--- config.mk ---
export PLATFORM = sky130hd
export DESIGN_NAME = dreg_rr_arbiter
export DESIGN_NICKNAME = d
export VERILOG_FILES = /design/src/rtl/dreg_arb_pkg.sv /design/src/rtl/rr_pick.sv /design/src/rtl/dreg_rr_arbiter.sv
export SDC_FILE = /design/constraint.sdc
export NUM_CORES = 1
export LEC_CHECK = 0
export ABC_AREA = 1
export CORE_ASPECT_RATIO = 0.75
export CORE_MARGIN = 3
export CORE_UTILIZATION = 39
export CTS_BUF_LIST = sky130_fd_sc_hd__clkbuf_8
export CTS_CLUSTER_SIZE = 8
export DETAILED_ROUTE_END_ITERATION = 6
export PLACE_DENSITY = 0.79
export SYNTH_ARGS = -nofsm -noshare
export SYNTH_HDL_FRONTEND = slang
export SYNTH_SLANG_ARGS = --single-unit
--- constraint.sdc ---
create_clock -name clk -period 1.5 [get_ports clk]
set_input_delay 0.3 -clock clk [delete_from_list [all_inputs] [get_ports clk]]
set_output_delay 0.3 -clock clk [all_outputs]
set_load 0.005 [all_outputs]
--- src/rtl/dreg_arb_pkg.sv ---
// Shared types and helpers for the round-robin D-register arbiter.
// Holds the FSM state encoding and the one-hot grant helper.
package dreg_arb_pkg;

  localparam int ST_W     = 2;
  localparam int MAX_NREQ = 32;

  typedef enum logic [ST_W-1:0] {
    IDLE  = 2'd0,
    GRANT = 2'd1,
    HOLD  = 2'd2
  } state_t;

  // Returns a MAX_NREQ-wide one-hot vector; callers size-cast it down to NREQ.
  function automatic logic [MAX_NREQ-1:0] onehot(input int unsigned idx,
                                                 input int unsigned nreq);
    logic [MAX_NREQ-1:0] one;
    one = {{(MAX_NREQ-1){1'b0}}, 1'b1};
    return (idx < nreq) ? (one << idx) : '0;
  endfunction

endpackage

--- src/rtl/rr_pick.sv ---
// Combinational round-robin select: first active request strictly after
// last_winner, wrapping modulo NREQ.
module rr_pick #(
  parameter int NREQ  = 4,
  parameter int IDX_W = $clog2(NREQ)
) (
  input  logic [NREQ-1:0]  req,
  input  logic [IDX_W-1:0] last_winner,
  output logic [IDX_W-1:0] winner,
  output logic             any_req
);

  logic [IDX_W-1:0] idx;
  logic             found;

  // NOTE: every variable written here gets a default before the loop, otherwise
  // the paths where no request matches would infer latches.
  always_comb begin
    winner = '0;
    found  = 1'b0;
    idx    = '0;
    for (int off = 1; off <= NREQ; off++) begin
      idx = IDX_W'((int'(last_winner) + off) % NREQ);
      if (!found && req[idx]) begin
        winner = idx;
        found  = 1'b1;
      end
    end
  end

  assign any_req = |req;

endmodule

--- src/rtl/dreg_rr_arbiter.sv ---
// Round-robin arbiter sharing one WIDTH-bit D-register (Q/Q_bar) among NREQ
// requesters. Optional forced release after HOLD_MAX cycles: DREG_TIMEOUT_EN.
module dreg_rr_arbiter
  import dreg_arb_pkg::*;
#(
  parameter int NREQ     = 4,
  parameter int WIDTH    = 8,
  parameter int HOLD_MAX = 16
) (
  input  logic                    clk,
  input  logic                    rst_n,
  input  logic [NREQ-1:0]         req,
  input  logic [NREQ*WIDTH-1:0]   din,
  output logic [NREQ-1:0]         gnt,
  output logic                    ack,
  output logic [$clog2(NREQ)-1:0] owner,
  output logic                    busy,
  output logic [WIDTH-1:0]        Q,
  output logic [WIDTH-1:0]        Q_bar,
  output logic                    timeout
);

  localparam int IDX_W = $clog2(NREQ);

  if (NREQ < 2 || NREQ > MAX_NREQ) begin : g_bad_nreq
    $error("dreg_rr_arbiter: NREQ must be in 2..32");
  end
  if (HOLD_MAX < 2) begin : g_bad_hold
    $error("dreg_rr_arbiter: HOLD_MAX must be at least 2");
  end

  state_t           state;
  logic [IDX_W-1:0] last_winner;
  logic [IDX_W-1:0] winner;
  logic             any_req;
  logic [WIDTH-1:0] din_arr [NREQ];

  for (genvar g = 0; g < NREQ; g++) begin : g_din
    assign din_arr[g] = din[g*WIDTH +: WIDTH];
  end

  rr_pick #(
    .NREQ  (NREQ),
    .IDX_W (IDX_W)
  ) u_pick (
    .req         (req),
    .last_winner (last_winner),
    .winner      (winner),
    .any_req     (any_req)
  );

`ifdef DREG_TIMEOUT_EN
  localparam int CNT_W = $clog2(HOLD_MAX + 1);
  logic [CNT_W-1:0] hold_cnt;
`else
  assign timeout = 1'b0;
`endif

  // NOTE: all state below uses non-blocking assignments so every register
  // samples pre-edge values regardless of statement order.
  always_ff @(posedge clk or negedge rst_n) begin
    if (!rst_n) begin
      state       <= IDLE;
      gnt         <= '0;
      ack         <= 1'b0;
      owner       <= '0;
      busy        <= 1'b0;
      Q           <= '0;
      last_winner <= IDX_W'(NREQ - 1);
`ifdef DREG_TIMEOUT_EN
      hold_cnt    <= '0;
      timeout     <= 1'b0;
`endif
    end else begin
      ack <= 1'b0;
`ifdef DREG_TIMEOUT_EN
      timeout <= 1'b0;
`endif
      unique case (state)
        IDLE: begin
          if (any_req) begin
            gnt   <= NREQ'(onehot(32'(winner), NREQ));
            owner <= winner;
            busy  <= 1'b1;
            state <= GRANT;
          end
        end

        GRANT: begin
          if (req[owner]) begin
            Q     <= din_arr[owner];
            ack   <= 1'b1;
            state <= HOLD;
`ifdef DREG_TIMEOUT_EN
            hold_cnt <= '0;
`endif
          end else begin
            // Abort still counts as this requester's turn.
            gnt         <= '0;
            busy        <= 1'b0;
            last_winner <= owner;
            state       <= IDLE;
          end
        end

        HOLD: begin
          if (!req[owner]) begin
            gnt         <= '0;
            busy        <= 1'b0;
            last_winner <= owner;
            state       <= IDLE;
`ifdef DREG_TIMEOUT_EN
          end else if (hold_cnt == CNT_W'(HOLD_MAX - 1)) begin
            gnt         <= '0;
            busy        <= 1'b0;
            timeout     <= 1'b1;
            last_winner <= owner;
            state       <= IDLE;
          end else begin
            hold_cnt <= hold_cnt + 1'b1;
`endif
          end
        end

        default: begin
          gnt   <= '0;
          busy  <= 1'b0;
          state <= IDLE;
        end
      endcase
    end
  end

  assign Q_bar = ~Q;

endmodule
== After elaboration in Yosys (flattened, before gate mapping) ==
Cells that the tools add are included.

* Register bits after elaboration: 20
* Bits of input ports: 38
* Output and inout port bits: 25
* Logic and storage cells: 72

* $lt $le $gt $ge: 6
* Reduce and logical (&&, ||, !) cells: 14
* Multiplexer cells: 32
* Add/sub/neg operators: 4
* Bitwise gates (word level): 3
* Shift-type cells: 1
* Eq/ne operators: 5

{| class="wikitable"
|+ Operators by type and width
! operator !! count
|-
| $bmux W8 S2 || 1
|-
| $mux W8 || 2
|-
| $lt A2 B3 Y1 const B || 5
|-
| $mux W2 || 7
|-
| $mux W1 || 12
|-
| $bmux W1 S2 || 5
|-
| $reduce_and A2 Y1 || 5
|-
| $mux W4 || 2
|-
| $not A8 Y8 || 1
|-
| $pmux W4 S2 || 1
|-
| $ne A2 B2 Y1 const B || 3
|-
| $pmux W2 S3 || 1
|-
| $add A2 B1 Y2 const B || 2
|-
| $add A2 B2 Y2 const B || 2
|-
| $reduce_or A4 Y1 || 1
|-
| $shl A1 B2 Y4 const A || 1
|-
| $ge A3 B3 Y1 const B || 1
|-
| $logic_and A1 B1 Y1 || 3
|-
| $logic_not A1 Y1 || 3
|-
| $not A2 Y3 || 1
|-
| $eq A2 B1 Y1 const B || 1
|-
| $eq A2 B2 Y1 const B || 1
|-
| $logic_not A2 Y1 || 1
|-
| $pmux W1 S2 || 1
|-
| 2 further kinds || 2
|}

== Longest topological paths before layout ==
* Depth after elaboration: 16
* Gate-level depth with buffers: 11
* Gate-level depth less buffers: 11

== Hierarchy ==
Synthesis repeated with hierarchy kept, for this count alone.

* Cell total of the unflattened synthesis: 228
* Area, all modules: 1,614.0 um^2

{| class="wikitable"
|+ Modules (own cells, without submodules)
! module !! cells an instance !! area each (um^2) !! times used !! sequential area each (um^2)
|-
| dreg_rr_arbiter || 178 || 1,312.5 || 1 || 503.0
|-
| rr_pick || 50 || 301.5 || 1 || 0.0
|}

== Worst setup path after synthesis ==
Ideal clock, no wire load.

* Kind: flip-flop to flip-flop
* Start: register last_winner[0]
* End: register owner[0]
* Cell stages (with the launch flop): 11
* Arrival time: 1.318 ns
* Setup time: 0.124 ns
* Required time: 1.376 ns
* Setup slack: 0.058 ns
* Path buffers: 1
* Period minus slack after synthesis: 1.442 ns
* Cells stage by stage: dfstp_2 buf_6 nand2_2 nand3_1 nand2_2 o21bai_1 nand2_1 nand2_2 nand2_2 nand2_1 o21ai_2

* Word-level cells in the longest chain between the ends: 13
* Elaborated cells between the ends (all ways): 25
* Classes of those cells: 4 x add/sub; 15 x mux; 6 x reduce/logical

{| class="wikitable"
|+ Ends and longest elaborated chain
! what !! RTL line !! source
|-
| start: declaration || dreg_rr_arbiter.sv:33 || <nowiki>logic [IDX_W-1:0] last_winner;</nowiki>
|-
| start signal: assignment || dreg_rr_arbiter.sv:69 || <nowiki>last_winner <= IDX_W'(NREQ - 1);</nowiki>
|-
| start signal: assignment || dreg_rr_arbiter.sv:101 || <nowiki>last_winner <= owner;</nowiki>
|-
| start signal: assignment || dreg_rr_arbiter.sv:110 || <nowiki>last_winner <= owner;</nowiki>
|-
| $add A2 B1 Y2 || rr_pick.sv:23 || <nowiki>idx = IDX_W'((int'(last_winner) + off) % NREQ);</nowiki>
|-
| $bmux W1 S2 || rr_pick.sv:24 || <nowiki>if (!found && req[idx]) begin</nowiki>
|-
| $mux W1 (implied by the code) || rr_pick.sv:24 ||
|-
| $mux W1 || rr_pick.sv:24 ||
|-
| $logic_not A1 Y1 || rr_pick.sv:24 ||
|-
| $logic_and A1 B1 Y1 || rr_pick.sv:24 ||
|-
| $mux W1 || rr_pick.sv:24 ||
|-
| $logic_not A1 Y1 || rr_pick.sv:24 ||
|-
| $logic_and A1 B1 Y1 || rr_pick.sv:24 ||
|-
| $mux W1 || rr_pick.sv:24 ||
|-
| $logic_not A1 Y1 || rr_pick.sv:24 ||
|-
| $logic_and A1 B1 Y1 || rr_pick.sv:24 ||
|-
| $mux W2 * || rr_pick.sv:24 ||
|-
| end signal: assignment || dreg_rr_arbiter.sv:83 || <nowiki>owner <= winner;</nowiki>
|-
| end: declaration || dreg_rr_arbiter.sv:16 || <nowiki>output logic [$clog2(NREQ)-1:0] owner,</nowiki>
|}

Mark *: on every way between the ends. The rest lies on a longest branch, timed or not. The select of a mux whose other input is x is not followed.
A chain may end at the register's enable or synchronous reset.

== Worst setup path in the final report ==
Ends and elaborated chain as after synthesis.

==> flow_metrics.env <==
export IMPL_path_clk_slew_ns=0.07
export IMPL_ant_nets=0
export IMPL_hold_ws_ns=0.3601
export IMPL_synth_distinct_cells=28
export IMPL_worstSetupStartpointType="flip-flop"
export IMPL_synth_seq_cells=20
export IMPL_async_reset_ff_frac=1.000
export IMPL_crit_type="flip-flop to flip-flop"
export IMPL_drv_slew=0
export IMPL_grt_max_degree=21
export IMPL_layout_min_cycle_time_ns=1.590
export IMPL_port_buffers=61
export IMPL_synth_most_common_cell="nand2_1"
export IMPL_violations="negative setup slack"
export IMPL_avgSynthCellArea_sq_um=6.843
export IMPL_power_density_nw_per_um2=1957
export IMPL_syn_area_sq_um=1430
export IMPL_root_buffer="clkbuf_8"
export IMPL_fin_crit_sh=1.060
export IMPL_ctsHoldBuffers=0
export IMPL_rsz0062_at_grt="true"
export IMPL_synthTopCellsByCount="nand2_1, o21ai_0, inv_1"
export IMPL_synth_compound_area_frac=0.1671
export IMPL_synth_warnings=0
export IMPL_grt_usage=0.2028
export IMPL_cts_sinks=20
export IMPL_clk_latency_ns=0.27
export IMPL_synth_top_family_by_area="simple AND/OR/NAND/NOR gates"
export IMPL_n_antenna_cell=0
export IMPL_synth_seq_area_share=0.3517
export IMPL_drt_first_pass_iters=4
export IMPL_fp_dieH_microns=58.44
export IMPL_vias_per_cell=4.722
export IMPL_fp_row_count=18
export IMPL_cts_htree_levels=1
export IMPL_power_leakage_nw=1.122
export IMPL_dp_cells=326
export IMPL_cts_inserted_buffers=3
export IMPL_synthToLayoutAreaGrowth_pct=61.15
export IMPL_synth_main_ff_cell="dfrtp_1"
export IMPL_wl_mm=4.318
export IMPL_maxCapViolCount=0
export IMPL_fillers=296
export IMPL_worstHoldPathType="input pin to async pin"
export IMPL_synth_adder_area_share=0.02625
export IMPL_hold_violations=0
export IMPL_drc=0
export IMPL_core_sq_um=3401
export IMPL_drive_above_1_share=0.2035
export IMPL_fin_nets=327
export IMPL_syn_nets=250
export IMPL_synth_xor_area_share=0
export IMPL_max_freq_mhz=629.1
export IMPL_wire_per_inst_microns=12.89
export IMPL_cts_buffer_depth=2
export IMPL_vias=1582
export IMPL_setup_ws_ns=-0.08962
export IMPL_cp_data_required_time_ns=1.66
export IMPL_synthMuxAreaShare=0
export IMPL_synth_edff_count=0
export IMPL_grt_pass1_wl_mm=7.134
export IMPL_globalRoute_totalOverflow=0
export IMPL_initial_core_util=0.4205
export IMPL_status="complete, but fails checks"
export IMPL_synth_simple_area_share=0.3438
export IMPL_ir_drop_uv=993.2
export IMPL_synth_area_top_cells="dfrtp_1, nand2_1, o21ai_0"
export IMPL_worstPathMaxFanout=5
export IMPL_synthCells=209
export IMPL_crit_arrival_ns=1.75
export IMPL_antenna_found_initial=0
export IMPL_cts_tree="built"
export IMPL_dpl_hpwl_mm=3.219
export IMPL_drtIter0Drc=68
export IMPL_synth_top_area_cell="dfrtp_1"
export IMPL_fp_dieW_microns=75.93
export IMPL_place_gp_congestion=0.8948
export IMPL_die_area_sq_um=4437
export IMPL_final_cell_count_no_fill=335
export IMPL_crit_path_end_kind="flip-flop"
export IMPL_first_global_vias=1431
export IMPL_fin_worst_skew_ns=0.001365
export IMPL_yosysTopAreaCellShare=0.3150
export IMPL_setup_viol=6
export IMPL_io_pins=63
==> sequential cells by signal, indices dropped and copies added (netlist names) <==
name,flops
ack,1
gnt,4
state,2
Q,8
busy,1
last_winner,2
owner,2
==> cells in the final DEF (no fill, tap or decap), types with 2 or more instances in the layout <==
cell,n
ha_1,3
o22ai_1,8
nor2_2,3
dlygate4sd2_1,9
dfstp_2,2
nand4_1,4
buf_4,15
o21ai_2,2
nand3_1,6
o21ai_1,9
clkdlybuf4s50_1,49
dfrtp_1,17
inv_4,2
clkinvlp_4,2
nand2_1,55
o21ai_0,21
inv_2,2
nor2_1,17
clkbuf_8,3
dlymetal6s2s_1,3
buf_6,2
inv_1,20
nand2_2,17
==> what timing repair did <==
item                       CTS  global route
gates resized for setup     13            14
pin swaps                    0             6
cloned                       1             0
setup buffers                1             3
setup endpoints to repair   24            18
==> cell families (layout without fill, tap and decap cells) <==
family / count (synthesis) / in the layout
simple gates: 108 / 108
compound gates: 44 / 44
buf+inv: 33 / 109
flops: 20 / 20
fa+ha+maj: 3 / 3
other cells: 1 / 1
==> through the flow <==
stage	util	cell area, sq um	worst slack, ns	power (W)	TNS [ns]
after floorplan	-	1430	0.05780	0.002602	0
after global placement	0.6313	2147	-0.3271	0.003688	-5.084
after detailed placement	0.6313	2147	-0.3821	0.003735	-5.571
after CTS	0.6560	2231	-0.07393	0.004312	-0.3576
after global routing	0.6777	2305	-0.1996	0.004909	-1.120
final	0.6777	2305	-0.08962	0.004511	-0.4354
==> critical path, cell delays in order (launching register included) <==
cell	delay (ns)
dfstp_2	0.61
buf_6	0.13
nand2_2	0.06
nand3_1	0.11
nand2_2	0.08
o21bai_1	0.14
nand2_1	0.09
nand2_2	0.09
nand2_2	0.06
nand2_1	0.07
o21ai_2	0.05
==> power breakdown <==
group | switching, W | internal (W) | leakage [nW]
Sequential | 0.000184 | 0.000796 | 0.248
Combinational | 0.00161 | 0.00138 | 0.839
Clock | 0.000188 | 0.000357 | 0.0357
Total | 0.00198 | 0.00253 | 1.12
==> routing by layer <==
layer	track usage	vias to the layer above	share of wire
met2	0.3131	42	0.44
met1	0.2900	708	0.50
met4	0.04910	0	0.013
met3	0.04893	7	0.044
li1	-	825	-
met5	0	-	0
==> worst paths after layout <==
check | startpoint | depth (start not counted) | slack, ns | to
max in group asynchronous | rst_n | 2 | 0.87 | last_winner[0]
max reg2reg | last_winner[0] | 10 | -0.09 | owner[0]
min reg2reg | gnt[0] | 2 | 0.49 | gnt[0]
max | last_winner[0] | 10 | -0.09 | owner[0]
min in group clk | gnt[0] | 2 | 0.49 | gnt[0]
min | rst_n | 2 | 0.36 | Q[1]
==> layout make-up <==
cell class | instances | area [sq um] | share of cell area
timing repair inverter | 1 | 7.507 | 0.003257
tap | 50 | 62.56 | 0.02714
multi-input combinational | 156 | 794.5 | 0.3447
clock buffer | 3 | 41.29 | 0.01792
sequential | 20 | 504.2 | 0.2188
clock inverter | 1 | 30.03 | 0.01303
timing repair buffer | 79 | 762.0 | 0.3306
inverter | 25 | 102.6 | 0.04452
(Power assumes the default switching activity.)
